**src/rtl/frame_update_scheduler_if.sv**
```systemverilog
// Handshake bundle between the per-frame update scheduler and the game-logic blocks it sequences.
// The master side drives frame events and done strobes; the slave side (the scheduler) returns ticks and status.
interface frame_update_scheduler_if;
   logic        i_frame_start;
   logic        i_pause;
   logic        i_game_over;
   logic        o_player_tick;
   logic        i_player_done;
   logic        o_invaders_tick;
   logic        i_invaders_done;
   logic        o_gameplay_tick;
   logic        i_gameplay_done;
   logic        o_busy;
   logic [15:0] o_frame_count;
   logic        o_overrun;
   logic        o_timeout;

   modport master (
      output i_frame_start, i_pause, i_game_over,
      output i_player_done, i_invaders_done, i_gameplay_done,
      input  o_player_tick, o_invaders_tick, o_gameplay_tick,
      input  o_busy, o_frame_count, o_overrun, o_timeout
   );

   modport slave (
      input  i_frame_start, i_pause, i_game_over,
      input  i_player_done, i_invaders_done, i_gameplay_done,
      output o_player_tick, o_invaders_tick, o_gameplay_tick,
      output o_busy, o_frame_count, o_overrun, o_timeout
   );
endinterface

```
**src/rtl/frame_update_scheduler.sv**
```systemverilog
// Per-frame game-logic sequencer: on each accepted frame start it ticks player, invaders (every
// INVADER_DIV frames, unless game over) and gameplay in order, waiting on each done with a timeout.
module frame_update_scheduler #(
   parameter int INVADER_DIV = 30,
   parameter int TIMEOUT     = 255
) (
   input  logic                     i_clk_36MHz,
   input  logic                     i_reset,
   frame_update_scheduler_if.slave  bus
);

   localparam int TMR_W = (TIMEOUT > 0) ? $clog2(TIMEOUT + 1) : 1;
   localparam int DIV_W = (INVADER_DIV > 1) ? $clog2(INVADER_DIV) : 1;
   localparam logic [TMR_W-1:0] TMR_LAST = TMR_W'(TIMEOUT - 1);
   localparam logic [DIV_W-1:0] DIV_LAST = DIV_W'(INVADER_DIV - 1);

   typedef enum logic [1:0] {
      IDLE     = 2'd0,
      PLAYER   = 2'd1,
      INVADERS = 2'd2,
      GAMEPLAY = 2'd3
   } state_t;

   state_t            state_q, state_d;
   logic [TMR_W-1:0]  timer_q, timer_d;
   logic [DIV_W-1:0]  div_q, div_d;
   logic              player_tick_q, player_tick_d;
   logic              invaders_tick_q, invaders_tick_d;
   logic              gameplay_tick_q, gameplay_tick_d;
   logic              busy_q, busy_d;
   logic [15:0]       frame_count_q, frame_count_d;
   logic              overrun_q, overrun_d;
   logic              timeout_q, timeout_d;

   logic              stage_done;
   logic              expired;
   logic              advance;

   // Only the done of the stage currently being waited on is honoured.
   always_comb begin
      stage_done = 1'b0;
      case (state_q)
         PLAYER:   stage_done = bus.i_player_done;
         INVADERS: stage_done = bus.i_invaders_done;
         GAMEPLAY: stage_done = bus.i_gameplay_done;
         default:  stage_done = 1'b0;
      endcase
   end

   // The last permitted cycle in a stage forces the advance when no done has shown up.
   assign expired = (state_q != IDLE) && !stage_done && (timer_q == TMR_LAST);
   assign advance = stage_done || expired;

   always_comb begin
      state_d         = state_q;
      timer_d         = timer_q;
      div_d           = div_q;
      player_tick_d   = 1'b0;
      invaders_tick_d = 1'b0;
      gameplay_tick_d = 1'b0;
      frame_count_d   = frame_count_q;
      overrun_d       = overrun_q;
      timeout_d       = timeout_q;

      case (state_q)
         IDLE: begin
            timer_d = '0;
            if (bus.i_frame_start && !bus.i_pause) begin
               frame_count_d = frame_count_q + 16'd1;
               state_d       = PLAYER;
               player_tick_d = 1'b1;
            end
         end

         PLAYER: begin
            timer_d = timer_q + TMR_W'(1);
            if (advance) begin
               timer_d = '0;
               // The divider counts completed player stages even when invaders are skipped.
               if (div_q == DIV_LAST) begin
                  div_d = '0;
                  if (!bus.i_game_over) begin
                     state_d         = INVADERS;
                     invaders_tick_d = 1'b1;
                  end else begin
                     state_d         = GAMEPLAY;
                     gameplay_tick_d = 1'b1;
                  end
               end else begin
                  div_d           = div_q + DIV_W'(1);
                  state_d         = GAMEPLAY;
                  gameplay_tick_d = 1'b1;
               end
            end
         end

         INVADERS: begin
            timer_d = timer_q + TMR_W'(1);
            if (advance) begin
               timer_d         = '0;
               state_d         = GAMEPLAY;
               gameplay_tick_d = 1'b1;
            end
         end

         GAMEPLAY: begin
            timer_d = timer_q + TMR_W'(1);
            if (advance) begin
               timer_d = '0;
               state_d = IDLE;
            end
         end

         default: begin
            state_d = IDLE;
            timer_d = '0;
         end
      endcase

      if (expired) begin
         timeout_d = 1'b1;
      end

      // A frame start while a sequence is running is dropped and flagged, including on the final edge.
      if (bus.i_frame_start && (state_q != IDLE)) begin
         overrun_d = 1'b1;
      end

      busy_d = (state_d != IDLE);
   end

   always_ff @(posedge i_clk_36MHz) begin
      if (!i_reset) begin
         state_q         <= IDLE;
         timer_q         <= '0;
         div_q           <= '0;
         player_tick_q   <= 1'b0;
         invaders_tick_q <= 1'b0;
         gameplay_tick_q <= 1'b0;
         busy_q          <= 1'b0;
         frame_count_q   <= 16'd0;
         overrun_q       <= 1'b0;
         timeout_q       <= 1'b0;
      end else begin
         state_q         <= state_d;
         timer_q         <= timer_d;
         div_q           <= div_d;
         player_tick_q   <= player_tick_d;
         invaders_tick_q <= invaders_tick_d;
         gameplay_tick_q <= gameplay_tick_d;
         busy_q          <= busy_d;
         frame_count_q   <= frame_count_d;
         overrun_q       <= overrun_d;
         timeout_q       <= timeout_d;
      end
   end

   assign bus.o_player_tick   = player_tick_q;
   assign bus.o_invaders_tick = invaders_tick_q;
   assign bus.o_gameplay_tick = gameplay_tick_q;
   assign bus.o_busy          = busy_q;
   assign bus.o_frame_count   = frame_count_q;
   assign bus.o_overrun       = overrun_q;
   assign bus.o_timeout       = timeout_q;

endmodule

```
**src/flat_wrapper.sv**
```systemverilog
// flat-port wrapper written by rule: the top's interface ports become plain ports
module frame_update_scheduler_flat 
#(
   parameter int INVADER_DIV = 30,
   parameter int TIMEOUT     = 255
)
  (i_clk_36MHz, i_reset, bus_i_frame_start, bus_i_pause, bus_i_game_over, bus_i_player_done, bus_i_invaders_done, bus_i_gameplay_done, bus_o_player_tick, bus_o_invaders_tick, bus_o_gameplay_tick, bus_o_busy, bus_o_frame_count, bus_o_overrun, bus_o_timeout);
  frame_update_scheduler_if bus_i ();
  input  logic i_clk_36MHz;
  input  logic i_reset;
  input wire logic [$bits(bus_i.i_frame_start)-1:0] bus_i_frame_start;
  input wire logic [$bits(bus_i.i_pause)-1:0] bus_i_pause;
  input wire logic [$bits(bus_i.i_game_over)-1:0] bus_i_game_over;
  input wire logic [$bits(bus_i.i_player_done)-1:0] bus_i_player_done;
  input wire logic [$bits(bus_i.i_invaders_done)-1:0] bus_i_invaders_done;
  input wire logic [$bits(bus_i.i_gameplay_done)-1:0] bus_i_gameplay_done;
  output wire logic [$bits(bus_i.o_player_tick)-1:0] bus_o_player_tick;
  output wire logic [$bits(bus_i.o_invaders_tick)-1:0] bus_o_invaders_tick;
  output wire logic [$bits(bus_i.o_gameplay_tick)-1:0] bus_o_gameplay_tick;
  output wire logic [$bits(bus_i.o_busy)-1:0] bus_o_busy;
  output wire logic [$bits(bus_i.o_frame_count)-1:0] bus_o_frame_count;
  output wire logic [$bits(bus_i.o_overrun)-1:0] bus_o_overrun;
  output wire logic [$bits(bus_i.o_timeout)-1:0] bus_o_timeout;
  assign bus_i.i_frame_start = bus_i_frame_start;
  assign bus_i.i_pause = bus_i_pause;
  assign bus_i.i_game_over = bus_i_game_over;
  assign bus_i.i_player_done = bus_i_player_done;
  assign bus_i.i_invaders_done = bus_i_invaders_done;
  assign bus_i.i_gameplay_done = bus_i_gameplay_done;
  assign bus_o_player_tick = bus_i.o_player_tick;
  assign bus_o_invaders_tick = bus_i.o_invaders_tick;
  assign bus_o_gameplay_tick = bus_i.o_gameplay_tick;
  assign bus_o_busy = bus_i.o_busy;
  assign bus_o_frame_count = bus_i.o_frame_count;
  assign bus_o_overrun = bus_i.o_overrun;
  assign bus_o_timeout = bus_i.o_timeout;
  frame_update_scheduler #(.INVADER_DIV(INVADER_DIV), .TIMEOUT(TIMEOUT)) u_core (.i_clk_36MHz(i_clk_36MHz), .i_reset(i_reset), .bus(bus_i));
endmodule
```
**config.mk**
```make
export PLATFORM = sky130hd
export DESIGN_NAME = frame_update_scheduler_flat
export DESIGN_NICKNAME = d
export VERILOG_FILES = /design/src/rtl/frame_update_scheduler_if.sv /design/src/rtl/frame_update_scheduler.sv /design/src/flat_wrapper.sv
export SDC_FILE = /design/constraint.sdc
export NUM_CORES = 1
export LEC_CHECK = 0
export ABC_CLOCK_PERIOD_IN_PS = 4200
export CORE_MARGIN = 1.5
export CORE_UTILIZATION = 56
export CTS_CLUSTER_DIAMETER = 200
export CTS_CLUSTER_SIZE = 14
export DETAILED_ROUTE_END_ITERATION = 8
export HOLD_SLACK_MARGIN = 0.06
export PLACE_DENSITY = 0.83
export SETUP_SLACK_MARGIN = 0.1
export SYNTH_ARGS = -nofsm -noshare
export SYNTH_HDL_FRONTEND = slang
export SYNTH_SLANG_ARGS = --single-unit
```
**constraint.sdc**
```tcl
create_clock -name i_clk_36MHz -period 4.2 [get_ports i_clk_36MHz]
set_input_delay 1.26 -clock i_clk_36MHz [delete_from_list [all_inputs] [get_ports i_clk_36MHz]]
set_output_delay 1.26 -clock i_clk_36MHz [all_outputs]
set_load 0.005 [all_outputs]
```
* Word level (Yosys, flattened, before mapping)
Cells that the tools add are included.
** Word-level totals
- Register bits :: 37
- Bits of input ports :: 8
- Output and inout bits :: 22
- Word-level logic and storage cells :: 51
** Operators by class
- $add $sub $neg :: 3
- Eq/ne operators :: 5
- Multiplexer cells :: 18
- Reduce and logical (&&, ||, !) cells :: 15
** Operators with widths (number)
- 16-bit by 1-bit adder with 16-bit output (second input constant) :: 1
- 8-bit one-hot mux with 2 select lines :: 1
- 8-bit by 1-bit adder with 8-bit output (second input constant) :: 1
- 8-bit equality test (second input constant) :: 1
- 1-bit two-way mux :: 8
- 2-bit two-way mux :: 4
- 8-bit two-way mux :: 1
- 2-bit one-hot mux with 4 select lines :: 1
- 2-bit AND reduction :: 3
- 5-bit by 1-bit adder with 5-bit output (second input constant) :: 1
- 5-bit equality test (second input constant) :: 1
- 5-bit two-way mux :: 1
- 2-bit equality test (second input constant) :: 2
- 1-bit logical AND :: 4
- 4-bit AND reduction :: 1
- 2-bit nonzero test :: 2
- 1-bit one-hot mux with 3 select lines :: 1
- 3-bit OR reduction :: 1
- 2-bit by 1-bit equality test with 1-bit output (second input constant) :: 1
- 1-bit zero test :: 2
- 2-bit zero test :: 1
- 1-bit one-hot mux with 2 select lines :: 1
- 1-bit logical OR :: 1

* Logic depth before layout (Yosys ltp)
Gate-level depths: netlist of run 1.
- Depth after elaboration :: 9
- Gate-level depth with buffers :: 8

* Worst setup path after synthesis of run 1
Ideal clock, no wire load.
- Path kind :: input port to flip-flop
- Start :: input bus_i_gameplay_done
- End :: register u_core.busy_q (netlist: u_core.bus.o_busy)
- Data arrival time :: 2.439 ns
- Data required time :: 4.121 ns
- Setup slack :: 1.682 ns
- Stages :: 4
- Cells stage by stage :: a222oi_1 -> o22ai_1 -> o41a_1 -> o211ai_1
** Between the ends
- Longest elaborated chain between the ends :: 8
** Ends and longest elaborated chain
- start: declaration :: RTL line flat_wrapper.sv:16 : input wire logic [$bits(bus_i.i_gameplay_done)-1:0] bus_i_gameplay_done;
- 1-bit one-hot mux with 3 select lines (*) :: RTL line frame_update_scheduler.sv:42 : case (state_q)
- 1-bit zero test :: RTL line frame_update_scheduler.sv:51 : assign expired = (state_q != IDLE) && !stage_done && (timer_q == TMR_LAST);
- 1-bit logical AND (2 in series) :: RTL line frame_update_scheduler.sv:51
- 1-bit logical OR (*) :: RTL line frame_update_scheduler.sv:52 : assign advance = stage_done || expired;
- 2-bit two-way mux (on tied branches) :: RTL line frame_update_scheduler.sv:108, frame_update_scheduler.sv:77, frame_update_scheduler.sv:99
- 2-bit one-hot mux with 4 select lines (*) :: RTL line frame_update_scheduler.sv:65 : case (state_q)
- 2-bit nonzero test (*) :: RTL line frame_update_scheduler.sv:129 : busy_d = (state_d != IDLE);
- end signal: assignment :: RTL line frame_update_scheduler.sv:151 : busy_q <= busy_d;
- end: declaration :: RTL line frame_update_scheduler.sv:30 : logic busy_q, busy_d;
Every way passes the cells marked *; elsewhere a longest branch is shown, timed or not.
A chain may end at the register's enable or synchronous reset.

* Final worst setup path of run 1
- Start :: input i_reset
- End :: register u_core.invaders_tick_q (netlist: u_core.bus.o_invaders_tick)
** Between the ends
- Longest elaborated chain between the ends :: 1
** Ends and longest elaborated chain
- start: declaration :: RTL line flat_wrapper.sv:10 : input logic i_reset;
- 4-bit AND reduction (no line)
- end signal: assignment :: RTL line frame_update_scheduler.sv:149 : invaders_tick_q <= invaders_tick_d;
- end: declaration :: RTL line frame_update_scheduler.sv:28 : logic invaders_tick_q, invaders_tick_d;
Every way passes these cells.

==> results.cfg, run 1 <==
[run_status]
status = complete, no violations

[power]
power_density_mw_per_mm2 = 285
p_total_mw = 0.612
peakVddDrop_v = 0.000254
power_leakage_nw = 0.829

[sta]
worstMarginPinSlew_ps = 634
timing_hold_violations_final = 0
fin_tns_setup_ps = 0
setup_slack_ps = 1400
rsz0062_at_grt = no
fmax_ghz = 0.357
clock_skew_ps = 8.43
period_share_pct = 66.7
setup-violations-final = 0
fin_crit_ps = 2800
slew_viol_final = 0
relSlewSlack_pct = 57.7

[layout]
syn2layout_area_growth_pct = 20.2
diodes = 0
fillers = 258
drive_above_1_share_pct = 5.24
layout.nets = 246
register_area_um2 = 741
multi_input_area_um2 = 966

[clock_tree]
cts_tree = built
clk_latency_ps = 350
cts_resized = 0
clockBufferDepth = 2
cts.sinks = 37
root_buffer = clkbuf_4
post_cts_buffers = 0
postCtsHoldBufs = 0
htree_levels = 2
cts.clk_slew.worst_paths_ps = 110
cts_made_buffers = 5

[synthesis]
synth.most_common_cell = dfxtp_1
syn_area_mm2 = 0.00179
synth-warning-count = 0
yosys.area.top_type = dfxtp_1
yosys-top-cells-area = dfxtp_1, ha_1, nor2_1, xor2_1, xnor2_1
synth_edf_count = 0
synth_cell_types = 42
ys_async_sr_fraction_pct = 0
syn_area_per_cell_um2 = 8.93
synth_nets = 218
yosysSeqAreaShare_pct = 41.5
synth_common_cells = dfxtp_1, nor2_1, nand2_1, nand3_1, ha_1
syn_inst = 200
yosysTopAreaCellShare_pct = 41.5
synth_seq_cells = 37
synth_ff_type = dfxtp_1

[worst_setup_path]
cp_data_required_time_ps = 4460
startpoint = i_reset
cp_top_family = buffers and inverters
cp_cell_sequence = clkdlybuf4s50_1, clkinv_1, nor4_1
crit_path_max_fanout = 17
r2r_start = u_core.state_q[1]$_SDFF_PN0_
critPathLaunchType = primary input
path_buf_inv = 2
path_class = in2reg
critical_path.endpoint_type = flop
cp.arrival_ps = 3060
cpPeakStageDelay_ps = 830
slowest_stage = clkdlybuf4s50_1

[global_routing]
grt_max_degree = 18
grt_first_pass_wirelength_mm = 5.87
grt_pass1_vias = 1385
grt_usage_pct = 22.5
antenna_found_initial = 0
grt-ovfl-total = 0

[detailed_routing]
drc = 0
drtIter0Drc = 124
drt-total-wl_mm = 3.57
vias = 1506
drt_first_pass_iters = 4
ant_nets = 0
wl_per_cell_um = 13.1
via_per_inst = 5.52

[die]
dieArea_mm2 = 0.00354
rows = 20
io_pins = 30
coreArea_mm2 = 0.00305
start_util_pct = 58.5
die_x_um = 59.5
die_h_um = 59.5

[placed_design]
place.gp.congestion = 0.775
portBuffers = 29
hpwl_mm = 2.63
dp_slack_ps = 1070

[worst_hold_path]
hp-class = reg2reg
hold_start = u_core.timer_q[0]$_SDFF_PP0_

[job]
drv_cap = 0
==> sequential cells by signal, summed over array words and instances (netlist names) <==
| name | cells |
|---|---|
| u_core.bus.o_player_tick | 1 |
| u_core.bus.o_frame_count | 16 |
| u_core.div_q | 5 |
| u_core.bus.o_busy | 1 |
| u_core.timer_q | 8 |
| u_core.bus.o_invaders_tick | 1 |
| u_core.bus.o_gameplay_tick | 1 |
| u_core.state_q | 2 |
| u_core.bus.o_timeout | 1 |
| u_core.bus.o_overrun | 1 |
==> worst paths after layout <==
| kind | end | slack, ps | cells past startpoint |
|---|---|---|---|
| hold reg to reg | u_core.timer_q[0]$_SDFF_PP0_ | 480 | 1 |
| setup / recovery | u_core.bus.o_invaders_tick$_SDFF_PN0_ | 1400 | 3 |
| setup reg to reg | u_core.bus.o_busy$_SDFF_PN0_ | 1890 | 6 |
| hold / removal | u_core.timer_q[0]$_SDFF_PP0_ | 480 | 1 |
==> cell families after synthesis <==
group,count (synthesis),synth area share [%]
buf+inv,15,4.48
compound gates,25,9.80
simple gates,92,26.6
xor+xnor,16,7.84
flops,37,41.5
mux,5,2.80
fa+ha+maj,10,7.00
==> power breakdown <==
part,switching (mW),internal (mW),total (mW)
registers,0.00387,0.355,0.359
logic,0.0220,0.0203,0.0424
clock network,0.114,0.0970,0.211
total,0.140,0.472,0.612
==> metal layers <==
layer / vias to the layer above / GRT usage, % / part of all wire [%]
met1: 694 / 26.8 / 45
met4: 0 / 12.0 / 2.9
li1: 762 / - / -
met3: 12 / 7.64 / 5.3
met2: 38 / 35.3 / 47
met5: - / 0 / 0
==> metrics by stage <==
step / instances / hold WS (ps) / util [%] / instance area, um2
after floorplan: 200 / 430 / - / 1790
after detailed placement: 265 / 458 / 68.1 / 2080
after global routing: 273 / 496 / 70.4 / 2150
after CTS: 273 / 482 / 70.4 / 2150
final: 273 / 475 / 70.4 / 2150
after global placement: 265 / 444 / 68.1 / 2080
==> area by class of cell <==
| cell class | instances | share of cell area [%] |
|---|---|---|
| Tap cell | 44 | 2.56 |
| Inverter | 7 | 1.22 |
| Sequential cell | 37 | 34.5 |
| Multi-Input combinational cell | 148 | 45.0 |
| Clock buffer | 7 | 3.03 |
| Timing Repair Buffer | 29 | 13.5 |
| Clock inverter | 1 | 0.233 |
==> layout by cell type, fill, tap and decap left out, types with 4 or more instances in the layout <==
cell and count:
a21oi_1 6, and3_1 4, clkbuf_4 5, clkdlybuf4s50_1 29, dfxtp_1 37, ha_1 10
inv_1 6, mux2i_1 5, nand2_1 15, nand2b_1 4, nand3_1 12, nand4_1 7
nor2_1 31, nor3_1 4, o21ai_0 5, xnor2_1 7, xor2_1 9
No activity file was read; power rests on OpenSTA's default activity.
==> inputs of run 2 (changes only) <==
--- a/config.mk
+++ b/config.mk
@@ -5,14 +5,14 @@
 export SDC_FILE = /design/constraint.sdc
 export NUM_CORES = 1
 export LEC_CHECK = 0
-export ABC_CLOCK_PERIOD_IN_PS = 4200
+export ABC_CLOCK_PERIOD_IN_PS = 2300
 export CORE_MARGIN = 1.5
-export CORE_UTILIZATION = 56
+export CORE_UTILIZATION = 47
 export CTS_CLUSTER_DIAMETER = 200
 export CTS_CLUSTER_SIZE = 14
 export DETAILED_ROUTE_END_ITERATION = 8
 export HOLD_SLACK_MARGIN = 0.06
-export PLACE_DENSITY = 0.83
+export PLACE_DENSITY = 0.75
 export SETUP_SLACK_MARGIN = 0.1
 export SYNTH_ARGS = -nofsm -noshare
 export SYNTH_HDL_FRONTEND = slang
==> constraint.sdc (replaced) <==
create_clock -name i_clk_36MHz -period 2.3 [get_ports i_clk_36MHz]
set_input_delay 0.69 -clock i_clk_36MHz [delete_from_list [all_inputs] [get_ports i_clk_36MHz]]
set_output_delay 0.69 -clock i_clk_36MHz [all_outputs]
set_load 0.005 [all_outputs]
==> run 2 against run 1 <==
- power up 93%
- global-route usage down 3.6 points
- via count down 0.73%
- count of clock-buffer cells in the layout down 2
- utilization down 9.3 points
- non-clock buffer count up 9
- sequential share of layout area down 1.4 points
- largest power group unchanged
- routed wire length down 3.6%
- sequential cell count unchanged
- critical path depth up 3
- register-to-register slack worse by 1600 ps
- sequential power up 82%
==> results.cfg, run 2 (same netlist as run 1, synthesis figures left out) <==
[run_status]
status = complete, no violations

[placed_design]
hpwl_mm = 2.49
portBuffers = 29
place.gp.congestion = 0.803

[detailed_routing]
via_per_inst = 5.23
drc = 0
drtIter0Drc = 67
drt-total-wl_mm = 3.44
ant_nets = 0
drt_first_pass_iters = 4
wl_per_cell_um = 12.0
vias = 1495

[layout]
fillers = 344
largest_register_ffs = 16
final_util_pct = 61.1
syn2layout_area_growth_pct = 25.2
drive_above_1_share_pct = 8.82
diodes = 0
final_common_cell = dfxtp_1
final_cell_mix = dfxtp_1, nor2_1, clkdlybuf4s50_1
layout.nets = 255

[sta]
clock_skew_ps = 7.17
rsz0062_at_grt = no
relSlewSlack_pct = 79.6
fin_tns_setup_ps = 0
whs_ps = 460
period_share_pct = 88.7
worstMarginPinSlew_ps = 306
timing_hold_violations_final = 0
slew_viol_final = 0
fmax_ghz = 0.490
setup-violations-final = 0
fin_crit_ps = 2040

[clock_tree]
cts.sinks = 37
clockBufferDepth = 2
root_buffer = clkbuf_8
htree_levels = 2
clk_latency_ps = 290
cts_made_buffers = 5
post_cts_buffers = 0
cts_resized = 0
postCtsHoldBufs = 0
cts_tree = built
cts.clk_slew.worst_paths_ps = 70

[worst_setup_path]
cp_data_required_time_ps = 2520
crit_path_max_fanout = 10
cp.arrival_ps = 2260
r2r_start = u_core.state_q[0]$_SDFF_PN0_
path_class = reg2reg
critical_path.endpoint_type = flop
critPathLaunchType = flop
startpoint = u_core.state_q[0]$_SDFF_PN0_

[global_routing]
grt-ovfl-total = 0
grt_pass1_vias = 1380
grt_first_pass_wirelength_mm = 6.18
grt_usage_pct = 18.9
grt_max_degree = 15
antenna_found_initial = 0

[power]
p_sw_share_pct = 23.5
peakVddDrop_v = 0.000311
power_density_mw_per_mm2 = 527
p_int_mw = 0.901
p_switching_mw = 0.277
power_leakage_nw = 0.876
p_clk_share_pct = 37.2
p_seq_share_pct = 55.5
power_frac_comb_pct = 7.3

[worst_hold_path]
hold_start = u_core.timer_q[0]$_SDFF_PP0_
hp-class = reg2reg

[die]
io_pins = 30
rows = 22
coreArea_mm2 = 0.00366
dieArea_mm2 = 0.00418
die_h_um = 64.7
start_util_pct = 48.8
die_x_um = 64.7

[job]
drv_cap = 0
-- run 2: cell types whose count changed in the layout (fill, tap and decap cells not counted), sizes merged --
cell,delta
buf,+9
clkinv,+1
clkinvlp,+1
clkbuf,-2
-- run 2: power by group through the flow --
stage | clock (mW) | sequential [mW] | combinational, mW
2_1_floorplan | 0 | 0.669 | 0.0467
3_3_place_gp | 0 | 0.669 | 0.0847
3_5_place_dp | 0 | 0.669 | 0.0858
4_1_cts | 0.459 | 0.654 | 0.0861
5_1_grt | 0.486 | 0.655 | 0.0956
6_report | 0.439 | 0.654 | 0.0856
-- run 2: final timing paths --
kind                            slack (ps)  cells past startpoint                      endpoint
worst min-delay path                   460                      1  u_core.timer_q[0]$_SDFF_PP0_
worst max register to register         260                      6  u_core.div_q[1]$_SDFFE_PN0P_
worst min register to register         460                      1  u_core.timer_q[0]$_SDFF_PP0_
worst max-delay path                   260                      6  u_core.div_q[1]$_SDFFE_PN0P_
-- run 2: critical path, cell delays in order, from the launching register on --
cell and delay, ps:
dfxtp_1 380, inv_1 110, ha_1 310, nand4b_4 240, o32a_2 430, or3_1 360
a21oi_1 130
-- run 2: final cells by class --
| type | count | area [um2] | area share [%] |
|---|---|---|---|
| Clock buffer | 5 | 68.8 | 3.08 |
| Clock inverter | 3 | 17.5 | 0.783 |
| Inverter | 7 | 26.3 | 1.17 |
| Multi-Input combinational cell | 148 | 966 | 43.2 |
| Sequential cell | 37 | 741 | 33.1 |
| Tap cell | 48 | 60.1 | 2.68 |
| Timing Repair Buffer | 38 | 358 | 16.0 |
-- run 2: stage by stage --
| stage | setup slack (ps) | instances | power, mW | area [um2] |
|---|---|---|---|---|
| after floorplan | 320 | 200 | 0.716 | 1790 |
| after global placement | 45.7 | 278 | 0.754 | 2150 |
| after detailed placement | 4.06 | 278 | 0.755 | 2150 |
| after CTS | 260 | 286 | 1.20 | 2240 |
| after global routing | 128 | 286 | 1.24 | 2240 |
| final | 260 | 286 | 1.18 | 2240 |
-- run 2: layer usage --
layer / global-route usage, % / share of wire, % / vias up
met4: 8.78 / 1.7 / 0
li1: - / - / 770
met3: 5.38 / 4.3 / 5
met2: 29.4 / 46 / 25
met5: 0 / 0 / -
met1: 24.1 / 48 / 695
==> inputs of run 3 (changes only) <==
--- a/config.mk
+++ b/config.mk
@@ -8,7 +8,7 @@
 export ABC_CLOCK_PERIOD_IN_PS = 2300
 export CORE_MARGIN = 1.5
 export CORE_UTILIZATION = 47
-export CTS_CLUSTER_DIAMETER = 200
+export CTS_CLUSTER_DIAMETER = 100
 export CTS_CLUSTER_SIZE = 14
 export DETAILED_ROUTE_END_ITERATION = 8
 export HOLD_SLACK_MARGIN = 0.06
==> results of run 3 <==
Final layout, timing and power as in run 2 (identical DEF).
